<file path="src/rtl/led_scanner.sv">
// Scans eight segment buses onto one shared bus with a rotating one-hot digit select.
// Outputs are registered one cycle after cnt/idx/shadow; en=0 holds the scan and blanks the display.
module led_scanner #(
  parameter int DIV   = 1000,
  parameter int BLANK = 4
) (
  input  logic       clk,
  input  logic       reset_n,
  input  logic       en,
  input  logic [7:0] seg_a,
  input  logic [7:0] seg_b,
  input  logic [7:0] seg_c,
  input  logic [7:0] seg_d,
  input  logic [7:0] seg_e,
  input  logic [7:0] seg_f,
  input  logic [7:0] seg_g,
  input  logic [7:0] seg_h,
  output logic [7:0] seg_out,
  output logic [7:0] controll,
  output logic       frame_tick
);

  localparam int            CW       = (DIV > 1) ? $clog2(DIV) : 1;
  localparam logic [CW-1:0] CNT_LAST = CW'(DIV - 1);

  logic [CW-1:0] r_cnt;
  logic [2:0]    r_idx;
  logic [7:0]    r_shadow [8];
  logic          r_first;
  logic [7:0]    r_seg_out;
  logic [7:0]    r_controll;
  logic          r_frame_tick;

  logic [7:0]    w_seg_in [8];
  logic          w_last;
  logic          w_cap;
  logic          w_blank;
  logic [7:0]    w_disp;

  assign w_seg_in[0] = seg_a;
  assign w_seg_in[1] = seg_b;
  assign w_seg_in[2] = seg_c;
  assign w_seg_in[3] = seg_d;
  assign w_seg_in[4] = seg_e;
  assign w_seg_in[5] = seg_f;
  assign w_seg_in[6] = seg_g;
  assign w_seg_in[7] = seg_h;

  assign w_last = (r_cnt == CNT_LAST);
  // Wrap capture lands in digit 7's final cycle so the next frame opens on fresh data.
  assign w_cap  = en & (r_first | (w_last & (r_idx == 3'd7)));

  // Before the very first snapshot the shadow is still empty, so show the live input instead.
  assign w_disp = r_first ? w_seg_in[r_idx] : r_shadow[r_idx];

  generate
    if (BLANK == 0) begin : g_no_blank
      assign w_blank = 1'b0;
    end else begin : g_blank
      assign w_blank = (r_cnt < CW'(BLANK));
    end
  endgenerate

  always_ff @(posedge clk or negedge reset_n) begin
    if (!reset_n) begin
      r_cnt   <= '0;
      r_idx   <= 3'd0;
      r_first <= 1'b1;
      for (int i = 0; i < 8; i++) begin
        r_shadow[i] <= 8'h00;
      end
    end else begin
      if (en) begin
        if (w_last) begin
          r_cnt <= '0;
          r_idx <= r_idx + 3'd1;
        end else begin
          r_cnt <= r_cnt + CW'(1);
        end
      end
      if (w_cap) begin
        r_first <= 1'b0;
        for (int i = 0; i < 8; i++) begin
          r_shadow[i] <= w_seg_in[i];
        end
      end
    end
  end

  always_ff @(posedge clk or negedge reset_n) begin
    if (!reset_n) begin
      r_seg_out    <= 8'h00;
      r_controll   <= 8'h00;
      r_frame_tick <= 1'b0;
    end else begin
      r_frame_tick <= w_cap;
      if (en && !w_blank) begin
        r_seg_out  <= w_disp;
        r_controll <= 8'h01 << r_idx;
      end else begin
        r_seg_out  <= 8'h00;
        r_controll <= 8'h00;
      end
    end
  end

  assign seg_out    = r_seg_out;
  assign controll   = r_controll;
  assign frame_tick = r_frame_tick;

endmodule

</file>
<file path="config.mk">
export PLATFORM = sky130hd
export DESIGN_NAME = led_scanner
export DESIGN_NICKNAME = d
export VERILOG_FILES = /design/src/rtl/led_scanner.sv
export SDC_FILE = /design/constraint.sdc
export NUM_CORES = 1
export LEC_CHECK = 0
export ABC_CLOCK_PERIOD_IN_PS = 2700
export BUFFER_PORTS_ARGS = -buffer_cell sky130_fd_sc_hd__buf_2
export CAP_MARGIN = 15
export CORE_ASPECT_RATIO = 1.25
export CORE_MARGIN = 2
export CORE_UTILIZATION = 40
export DETAILED_ROUTE_END_ITERATION = 8
export SLEW_MARGIN = 25
export SYNTH_ARGS = -nofsm -noshare
export SYNTH_HDL_FRONTEND = slang
export SYNTH_SLANG_ARGS = --single-unit
</file>
<file path="constraint.sdc">
create_clock -name clk -period 2.7 [get_ports clk]
set_clock_uncertainty 0.15 [all_clocks]
set_input_delay 0.135 -clock clk [delete_from_list [all_inputs] [get_ports clk]]
set_output_delay 0.135 -clock clk [all_outputs]
set_load 0.02 [all_outputs]
</file>
* Yosys cells after proc, flatten, opt, wreduce, memory -nomap -nowiden
Cells that the tools add are included.
Word-level totals: register bits 95, input port bits 67, output and inout port bits 17, word-level logic and storage cells 38
Operators by class: add/subtract/negate cells 2, $lt $le $gt $ge 2, equality and inequality tests 2, shift operators 1, muxes and demuxes 10, bitwise logic cells 4, reduce and logical (&&, ||, !) cells 3
Operator list (count):
- $mux 8 | 7
- $bmux 8 s3 | 2
- $add 10x1->10 const B | 1
- $eq 10x10->1 const B | 1
- $lt 10x3->1 const B | 1
- $mux 10 | 1
- $shl 1x3->8 const A | 1
- $ge 4x4->1 const B | 1
- $not 3->4 | 1
- $add 3x1->3 const B | 1
- $eq 3x3->1 const B | 1
- $and 1x1->1 | 2
- $reduce_and 2->1 | 1
- $logic_and 1x1->1 | 1
- $logic_not 1->1 | 1
- $or 1x1->1 | 1

* Logic depth before layout (Yosys ltp)
Gate-level depths: netlist of the first run.
word-level depth 6, depth in mapped cells 7

* Worst setup path after synthesis of the first run
OpenSTA, ideal clock, no wires.
path type reg-to-reg, start point reg r_cnt[0], end point reg r_shadow[0] (netlist bit), library setup time 0.125 ns, arrival 1.697 ns, data required time 2.425 ns, path slack 0.728 ns, stages on the path, launching flop included 8, cell sequence dfrtp_1 > ha_1 > and4bb_1 > a41oi_2 > nor2b_2 > buf_6 > buf_8 > mux2_4
On the way: longest elaborated chain between the ends 4
RTL lines:
- start, declared | line 26 | logic [CW-1:0] r_cnt;
- start signal, assigned | line 78 | r_cnt <= r_cnt + CW'(1);
- $eq 10x10->1 | line 49 | assign w_last = (r_cnt == CNT_LAST);
- $and 1x1->1 | line 51 | assign w_cap = en & (r_first | (w_last & (r_idx == 3'd7)));
- $or 1x1->1 | line 51
- $and 1x1->1 | line 51
- end signal, assigned by index | line 84 | r_shadow[i] <= w_seg_in[i];
- end, declared | line 28 | logic [7:0] r_shadow [8];
No other way between the ends. A chain may end at the register's enable or synchronous reset.

* Worst setup path in the final report of the first run
start point reg r_cnt[0], end point reg r_shadow[50] (netlist bit)
The elaborated chain is that of the path after synthesis.

==> results.ini, run 1 <==
[timing]
setup_violations=0
tightest_slew_ns=0.882
fin_crit_sh_pct=81.4
max_freq_ghz=0.455
hold_viol_final=0
rsz0062_at_grt=false
maxSlewViolCount=0
min_period_ns=2.20
relSlewSlack_pct=41.2
finalSetupTns_ns=0

[routing]
wl_um=10700
wire_per_inst_um=17.2
drt_iter0_markers=93
routed_via_density=5.06
first_pass_iters=4
ant_nets=0
drc=0
vias=3140

[setup_path]
reg2reg_to=r_shadow[50]
crit_path_top_delay_cell=dfrtp_1
rrSetupSlack_ns=0.50
path_cells=ha_1, and4bb_1, a41oi_2, nor2b_4, buf_12, mux2_1
regToRegStartpoint=r_cnt[0]
r2r_cells=6
end_kind=flop
start_kind=flop
crit_path_max_incr_delay_ns=0.41
critPathRequiredTime_ns=2.77
critPathTopFamily=simple AND/OR/NAND/NOR gates
crit_buf_inv=1
crit_type=reg -> reg
crit_fanout=34
arrival_ns=2.27

[cts]
cts_tree=yes
ctsResizeCount=0
post_cts_buffers=0
htreeDepth=3
cts_sinks=95
cts_hold_buf=66
insertion_delay_ns=0.34
clock-root-buffer=clkbuf_16
clock_path_buffers=2
cts_buffers=9
path_clk_slew_ns=0.06

[synthesis]
syn-instance-count=305
yosysWarnings=0
synth_top_area_share_pct=48.7
synth-seq-cells=95
synth_cell_types=33
ys_top_cells_by_area=dfrtp_1 (49%), mux2_4 (15%), mux4_2 (15%)
netlist_area_um2=4830
postSynthAreaPerCell_um2=15.9
synth_fp_nets=379
synth_top_cell_by_area=dfrtp_1
ys_seq_area_share_pct=49.2

[run_status]
outcome=finished clean

[global_routing]
grt_antenna_before_repair=0
grt_use_met3_pct=2.59
grtUsageTotal_pct=18.0
grt_pass1_vias=3372
grt-ovfl-total=0
met1_usage_pct=23.9
grt_max_degree=72
busiest_layer=met2
grt_pass1_wl_um=17700
use_met2_pct=29.7

[floorplan]
die_x_um=102
boundaryPins=84
start_util_pct=41.2
core_um2=11700
dieArea_um2=13000
num_rows=44
die_h_um=127

[min_path]
hold_path.class=in -> async

[power]
p_leak_nw=3.01
power.density_nw_per_um2=539
ir_worst_vdd_mv=0.344

[layout]
layout.nets=529
multi_input_area_um2=2300
post_route_cells_drive_above_1_share_pct=41.8
post-route-util_pct=54.7
regArea_um2=2380
antennaDiodeCount=0
final_cell_mix=dfrtp_1 (93), buf_2 (82), dlygate4sd3_1 (66)
area_delta_synth_final_pct=32.6
fill_cells=980
layout_commonest_cell=dfrtp_1

[flow_run]
cap_violations=0

[placement]
gp_congestion=0.775
dpl.hpwl_um=7060
io_buffers=83

-- sequential cells by signal, summed over array words and instances, names as in the netlist --
signal and count:
r_idx 3, r_cnt 10, r_shadow 64, r_first 1, frame_tick 1, controll 8
seg_out 8
-- metal layers --
metal / wire, um / share of wire [%]
met4: 220 / 2.1
met1: 4700 / 44
met3: 302 / 2.8
met2: 5450 / 51
met5: 0 / 0
-- stage by stage --
stage,power (W),hold WS (ns),instances,area [um2],setup WS [ns]
4_1_cts,0.00348,0.338,620,6410,0.515
6_report,0.00345,0.307,620,6410,0.503
5_1_grt,0.00359,0.347,620,6410,0.384
2_1_floorplan,0.00183,-0.311,305,4830,0.728
3_3_place_gp,0.00197,0.162,539,5420,0.603
3_5_place_dp,0.00198,0.170,539,5420,0.555
-- layout make-up --
class | instances | share of cell area, %
inverters | 4 | 0.234
multi-input cells | 187 | 35.9
flip-flops and latches | 95 | 37.1
clock inverters | 4 | 1.48
repair buffers | 158 | 18.5
well taps | 161 | 3.14
clock buffers | 11 | 3.63
-- cells by family (layout without fill, tap and decap cells) --
logic type | count (synthesis) | in the layout | synth area share (%)
XOR/XNOR | 7 | 7 | 1.27
flip-flops | 95 | 95 | 49.2
multiplexers | 114 | 114 | 37.4
adder cells (fa/ha/maj) | 7 | 7 | 1.81
AO/OA/AOI/OAI | 15 | 15 | 2.15
AND/OR/NAND/NOR | 44 | 44 | 4.92
buffers and inverters | 23 | 177 | 3.29
-- how the worst max path moves through the flow --
stage	from	end	slack, ns	cells past startpoint
finish	r_cnt[0]	r_shadow[50]	0.50	6
CTS	r_cnt[0]	r_shadow[56]	0.52	6
global route	r_cnt[0]	r_shadow[56]	0.38	6
floorplan	r_cnt[0]	r_shadow[0]	0.73	7
global placement	r_cnt[0]	r_shadow[39]	0.60	6
detailed placement	r_cnt[0]	r_shadow[51]	0.56	6
-- cell usage after synthesis --
cell / instances
ha_1: 7
buf_8: 5
nand4_1: 3
nand2b_1: 2
nor2_1: 7
and4bb_1: 1
mux4_2: 32
o21ai_0: 3
a41oi_2: 1
dfrtp_1: 94
mux2_1: 14
nand2_1: 11
o22ai_1: 9
clkbuf_1: 5
and3_1: 7
nor4_1: 3
mux2_4: 49
buf_1: 1
buf_6: 1
and4_1: 1
a21boi_1: 1
dfstp_2: 1
mux2_2: 2
a211o_1: 1
mux2i_1: 17
nor2b_2: 1
nor3_1: 2
nand3_1: 1
nor2b_1: 2
and2_1: 3
buf_2: 7
xnor2_1: 7
inv_1: 4
-- power breakdown --
group | switching [W] | total, W | internal (W)
registers | 0.0000950 | 0.00162 | 0.00152
logic | 0.000163 | 0.000417 | 0.000253
clock network | 0.000520 | 0.00142 | 0.000899
total | 0.000779 | 0.00345 | 0.00268
-- worst reg2reg max path, delay by kind of cell, from the launching register on --
kind,cells,cell delay (ns)
muxes,1,0.38
DFF,1,0.41
buffers and inverters,1,0.25
adders and majority gates,1,0.24
AOI/OAI and AO/OA,1,0.17
and+or+nand+nor,2,0.47
Power figures use the tool's default switching activity.
==> run 2, diff against run 1 <==
--- a/config.mk
+++ b/config.mk
@@ -5,7 +5,8 @@
 export SDC_FILE = /design/constraint.sdc
 export NUM_CORES = 1
 export LEC_CHECK = 0
-export ABC_CLOCK_PERIOD_IN_PS = 2700
+export ABC_AREA = 1
+export ABC_CLOCK_PERIOD_IN_PS = 1800
 export BUFFER_PORTS_ARGS = -buffer_cell sky130_fd_sc_hd__buf_2
 export CAP_MARGIN = 15
 export CORE_ASPECT_RATIO = 1.25
==> constraint.sdc (replaced) <==
create_clock -name clk -period 1.8 [get_ports clk]
set_clock_uncertainty 0.15 [all_clocks]
set_input_delay 0.09 -clock clk [delete_from_list [all_inputs] [get_ports clk]]
set_output_delay 0.09 -clock clk [all_outputs]
set_load 0.02 [all_outputs]
==> run 2 against run 1 <==
  * Wire length up 53%
  * Total power up 110%
  * Hold slack worse by 0.29 ns
  * Area after synthesis up 4.0%
  * Sequential share of layout area down 4.7 points
  * The run now ends with negative setup slack left
  * Via count up 67%
  * Highest routed layer unchanged
  * Synthesized cell count up 130%
  * Critical path type unchanged
  * Largest power group unchanged
  * Clock-buffer cell count up 1
==> results.ini, run 2 <==
[timing]
hold_viol_final=0
relSlewSlack_pct=74.9
layout_setup_ws_ns=-0.0481
finalSetupTns_ns=-0.969
hold_slack_ns=0.0160
max_freq_ghz=0.541
min_period_ns=1.85
tightest_slew_ns=0.373
maxSlewViolCount=0
setup_violations=46
rsz0062_at_grt=true
fin_crit_sh_pct=103

[floorplan]
num_rows=45
dieArea_um2=13500
die_x_um=104
core_um2=12200
boundaryPins=84
start_util_pct=41.2
die_h_um=129

[cts]
insertion_delay_ns=0.34
cts_buffers=9
cts_tree=yes
clock-root-buffer=clkbuf_16
htreeDepth=3
path_clk_slew_ns=0.07
cts_sinks=95
clock_path_buffers=2

[global_routing]
grt_pass1_wl_um=24200
grt-ovfl-total=0
busiest_layer=met2
grtUsageTotal_pct=22.5
grt_use_met3_pct=2.52
grt_max_degree=43
grt_pass1_vias=5038
met1_usage_pct=27.4
use_met2_pct=40.8
grt_antenna_before_repair=0

[placement]
place_ws_ns=0.0398
dpl.hpwl_um=9700
placed_cells=924
gp_congestion=0.844
io_buffers=83

[synthesis]
syn-instance-count=692
synth_top_area_share_pct=46.8
postSynthAreaPerCell_um2=7.27
synth_edf_count=0
synth_top_cell_by_area=dfrtp_1
synth-seq-cells=95
synth-async-reset-ratio_pct=100
yosys-top-cells-count=nand2_1 (249), nand3_1 (125), dfrtp_1 (94)
yosysMostFrequentCell=nand2_1
synth_fp_nets=766
netlist_area_um2=5030
ys_seq_area_share_pct=47.3
ys_top_cells_by_area=dfrtp_1 (47%), nand2_1 (19%), nand3_1 (12%)
yosysWarnings=0
synth_cell_types=24
synth_top_flop_cell=dfrtp_1

[min_path]
hold_path.class=in -> async

[routing]
wire_per_inst_um=15.9
first_pass_iters=5
drc=0
vias=5239
drt_iter0_markers=419
wl_um=16300
routed_via_density=5.11
ant_nets=0

[layout]
layout.nets=930
largest_register_ffs=64
layout_commonest_cell=nand2_1
final_cell_mix=nand2_1 (203), nand3_1 (124), dfrtp_1 (93)
post_route_cells_drive_above_1_share_pct=25.2
largest_register=r_shadow
fill_cells=1081
top_regs=r_shadow (64), r_cnt (10)
area_delta_synth_final_pct=46.1
stdcell_count=1025
antennaDiodeCount=0

[flow_run]
cap_violations=0

[run_status]
failed_checks=negative setup slack
outcome=finished, violations left

[power]
p_leak_nw=3.81
seqPwrFrac_pct=42.4
power.density_nw_per_um2=985
ir_worst_vdd_mv=0.415
cellInternalPower_w=0.00483
p_total_w=0.00724
p_sw_share_pct=33.2
comb_power_share_pct=30.8
p_sw_w=0.00241
clkPwrFrac_pct=26.8

[setup_path]
critPathRequiredTime_ns=1.92
crit_buf_inv=2
crit_path_max_incr_delay_ns=0.38
crit_type=reg -> reg
start_kind=flop
crit_path_top_delay_cell=dfrtp_1
crit_path_frequent_cell=nand2_2
critPathTopFamily=simple AND/OR/NAND/NOR gates
path_cells=ha_2, nand2_2, nor3_4, nand4_4, buf_12, nand2_8, clkbuf_16, nand2_2, o21ai_1
end_kind=flop
crit_fanout=6
arrival_ns=1.97

-- run 2: cell count changes after synthesis, sizes merged, moves of 10 or more --
| cell | previous run | this run |
|---|---|---|
| nor2 | 7 | 37 |
| o21ai | 3 | 46 |
| mux2i | 17 | 0 |
| clkbuf | 5 | 19 |
| a21oi | 0 | 21 |
| mux2 | 65 | 0 |
| inv | 4 | 54 |
| buf | 14 | 24 |
| nand2 | 11 | 250 |
| mux4 | 32 | 0 |
| nand3 | 1 | 125 |
-- run 2: repair_timing --
item,in CTS,in global routing
endpoints found under the setup margin,0,66
hold buffers,66,0
buffers inserted,0,6
resized for setup,0,87
hold endpoints to repair,160,0
-- run 2: cells by family (layout without fill, tap and decap cells) --
kind of cell	Yosys count	after routing	synth area share, %
and+or+nand+nor	420	422	35.3
buffers and inverters	99	266	8.39
DFF	95	95	47.3
AOI/OAI and AO/OA	68	68	6.79
adders and majority gates	7	7	1.74
xor gates and xnor gates	3	3	0.523
-- run 2: final cells by class --
| cell class | instances | area (um2) | share of cell area [%] |
|---|---|---|---|
| flip-flops and latches | 95 | 2380 | 32.4 |
| multi-input cells | 500 | 2530 | 34.5 |
| clock inverters | 4 | 53.8 | 0.733 |
| inverters | 56 | 210 | 2.86 |
| clock buffers | 12 | 246 | 3.36 |
| repair buffers | 194 | 1720 | 23.4 |
| well taps | 164 | 205 | 2.79 |
-- run 2: worst paths after layout --
check / from / end / slack (ns) / cells after the start
max reg2reg: r_cnt[1] / r_shadow[46] / -0.05 / 9
min in group clk: seg_e[4] / r_shadow[28] / 0.34 / 4
min: reset_n / r_cnt[7] / 0.02 / 2
min reg2reg: r_shadow[39] / r_shadow[39] / 0.36 / 2
max in group asynchronous: reset_n / r_first / 0.92 / 3
max: r_cnt[1] / r_shadow[46] / -0.05 / 9
-- run 2: power groups by stage --
| stage | Combinational (W) | Sequential [W] | Clock, W |
|---|---|---|---|
| detailed placement | 0.00186 | 0.00309 | 0 |
| finish | 0.00223 | 0.00307 | 0.00194 |
| floorplan | 0.00124 | 0.00307 | 0 |
| global route | 0.00251 | 0.00312 | 0.00209 |
| global placement | 0.00182 | 0.00307 | 0 |
| CTS | 0.00198 | 0.00305 | 0.00198 |
-- run 2: layer usage --
layer | vias to the layer above | routed length, um
met5 | - | 0
met4 | 0 | 288
met2 | 172 | 8570
li1 | 2535 | -
met3 | 19 | 759
met1 | 2513 | 6710
-- run 2: through the flow --
| step | instance area (um2) | util, % |
|---|---|---|
| final | 7340 | 60.1 |
| after global routing | 7340 | 60.1 |
| after CTS | 6730 | 55.0 |
| after detailed placement | 5760 | 47.2 |
| after global placement | 5760 | 47.2 |
| after floorplan | 5030 | - |
==> run 3, diff against run 2 <==
--- a/config.mk
+++ b/config.mk
@@ -13,6 +13,7 @@
 export CORE_MARGIN = 2
 export CORE_UTILIZATION = 40
 export DETAILED_ROUTE_END_ITERATION = 8
+export REMOVE_ABC_BUFFERS = 1
 export SLEW_MARGIN = 25
 export SYNTH_ARGS = -nofsm -noshare
 export SYNTH_HDL_FRONTEND = slang
==> run 3 against run 2 <==
  * The run now ends clean
  * Die area unchanged
  * Cell area fell by 4.9%
  * Non-clock buffer count is 14 lower
  * Wire length is 9.6% lower
  * Critical endpoint is now r_shadow[38]
==> results.ini, run 3 (synthesized netlist as in run 2, its figures left out) <==
[cts]
cts_sinks=95
cts_buffers=9
htreeDepth=3
clock_path_buffers=2
path_clk_slew_ns=0.07
insertion_delay_ns=0.35
cts_tree=yes
clock-root-buffer=clkbuf_16

[placement]
dpl.hpwl_um=9100
place_ws_ns=0.0204
placed_cells=919
io_buffers=83
gp_congestion=0.809

[setup_path]
crit_fanout=14
crit_type=reg -> reg
start_kind=flop
critPathRequiredTime_ns=1.88
crit_buf_inv=1
crit_path_max_incr_delay_ns=0.35
critPathTopFamily=simple AND/OR/NAND/NOR gates
rrSetupSlack_ns=0.003
reg2reg_to=r_shadow[38]
end_kind=flop
path_cells=ha_2, nand2_2, nor3_4, nand4_4, nand2_8, clkbuf_16, o21ai_1
r2r_cells=7
crit_path_top_delay_cell=dfrtp_1
arrival_ns=1.88
regToRegStartpoint=r_cnt[0]

[timing]
relSlewSlack_pct=72.5
finalSetupTns_ns=0
setup_violations=0
hold_viol_final=0
rsz0062_at_grt=true
tightest_slew_ns=0.410
hold_slack_ns=0.0490
layout_setup_ws_ns=0.00286
maxSlewViolCount=0
fin_crit_sh_pct=99.8
max_freq_ghz=0.556
min_period_ns=1.80

[layout]
largest_register_ffs=64
antennaDiodeCount=0
layout.nets=914
area_delta_synth_final_pct=39.0
fill_cells=1185
largest_register=r_shadow
post_route_cells_drive_above_1_share_pct=18.3
multi_input_area_um2=2300
layout_commonest_cell=nand2_1
regArea_um2=2380
stdcell_count=1009
top_regs=r_shadow (64), r_cnt (10)
final_cell_mix=nand2_1 (238), nand3_1 (125), dfrtp_1 (93)

[run_status]
outcome=finished clean

[routing]
ant_nets=0
wl_um=14800
routed_via_density=5.03
first_pass_iters=5
drt_iter0_markers=228
vias=5080
wire_per_inst_um=14.6
drc=0

[global_routing]
grtUsageTotal_pct=21.8
grt_pass1_wl_um=23500
grt_max_degree=51
grt-ovfl-total=0
grt_antenna_before_repair=0
grt_pass1_vias=4904

[power]
p_sw_w=0.00232
p_leak_nw=3.59
clkPwrFrac_pct=30.0
seqPwrFrac_pct=41.8
ir_worst_vdd_mv=0.435
cellInternalPower_w=0.00497
comb_power_share_pct=28.2
power.density_nw_per_um2=1040
p_sw_share_pct=31.8

[floorplan]
dieArea_um2=13500
die_h_um=129
die_x_um=104
start_util_pct=41.2
num_rows=45
core_um2=12200
boundaryPins=84

[min_path]
hold_path.class=in -> async

[flow_run]
cap_violations=0

==> run 3: cell count changes in the layout (fill, tap and decap cells not counted), moves of 3 or more <==
cell and delta:
o21ai_2 -12, buf_4 -7, nand2_1 +35, o21ai_1 +12, nand2_4 -11, nand2_2 -24
clkbuf_16 -3, buf_6 -4
==> run 3: cell type report <==
type | count | area share (%)
Sequential cell | 95 | 34.1
Multi-Input combinational cell | 498 | 32.9
Timing Repair Buffer | 180 | 22.1
Clock buffer | 12 | 3.81
Inverter | 56 | 3.06
Tap cell | 164 | 2.94
Clock inverter | 4 | 1.09
==> run 3: worst max-delay path by stage <==
stage,endpoint,startpoint,depth (start not counted)
6_report,r_shadow[38],r_cnt[0],7
5_1_grt,r_shadow[45],r_cnt[0],8
2_1_floorplan,r_shadow[11],r_idx[0],6
3_3_place_gp,r_idx[1],r_idx[1],6
4_1_cts,r_shadow[58],r_cnt[0],8
3_5_place_dp,r_idx[1],r_idx[1],6
==> run 3: worst register-to-register path, cell delays in order (launching register included) <==
cell       delay (ns)
dfrtp_1          0.35
ha_2             0.20
nand2_2          0.07
nor3_4           0.24
nand4_4          0.19
nand2_8          0.21
clkbuf_16        0.21
o21ai_1          0.07
==> run 3: per-stage QoR <==
stage | power [W] | area (um2) | utilization (%)
after floorplan | 0.00426 | 4820 | -
after global placement | 0.00485 | 5730 | 46.9
after detailed placement | 0.00492 | 5730 | 46.9
after CTS | 0.00722 | 6730 | 55.1
after global routing | 0.00775 | 6990 | 57.2
final | 0.00729 | 6990 | 57.2
==> run 3: power groups by stage <==
stage | clock network (W) | logic [W] | registers, W
global placement | 0 | 0.00179 | 0.00306
CTS | 0.00222 | 0.00196 | 0.00304
detailed placement | 0 | 0.00183 | 0.00308
global route | 0.00228 | 0.00235 | 0.00312
finish | 0.00218 | 0.00206 | 0.00305
floorplan | 0 | 0.00114 | 0.00312
==> run 3: per-layer routing <==
layer  vias up  global-route usage [%]  part of all wire, %
li1       2510                       -                    -
met1      2406                    26.4                   43
met2       143                    39.4                   51
met3        21                    3.02                  4.1
met4         0                    8.11                  1.8
met5         -                       0                    0
==> run 3: repair_timing <==
action / CTS / global route
endpoints found under the hold margin: 162 / 0
pin swaps: 0 / 3
hold buffers: 66 / 0
cloned: 0 / 6
setup endpoints to repair: 1 / 69
setup buffers: 0 / 2
gates resized for setup: 1 / 27
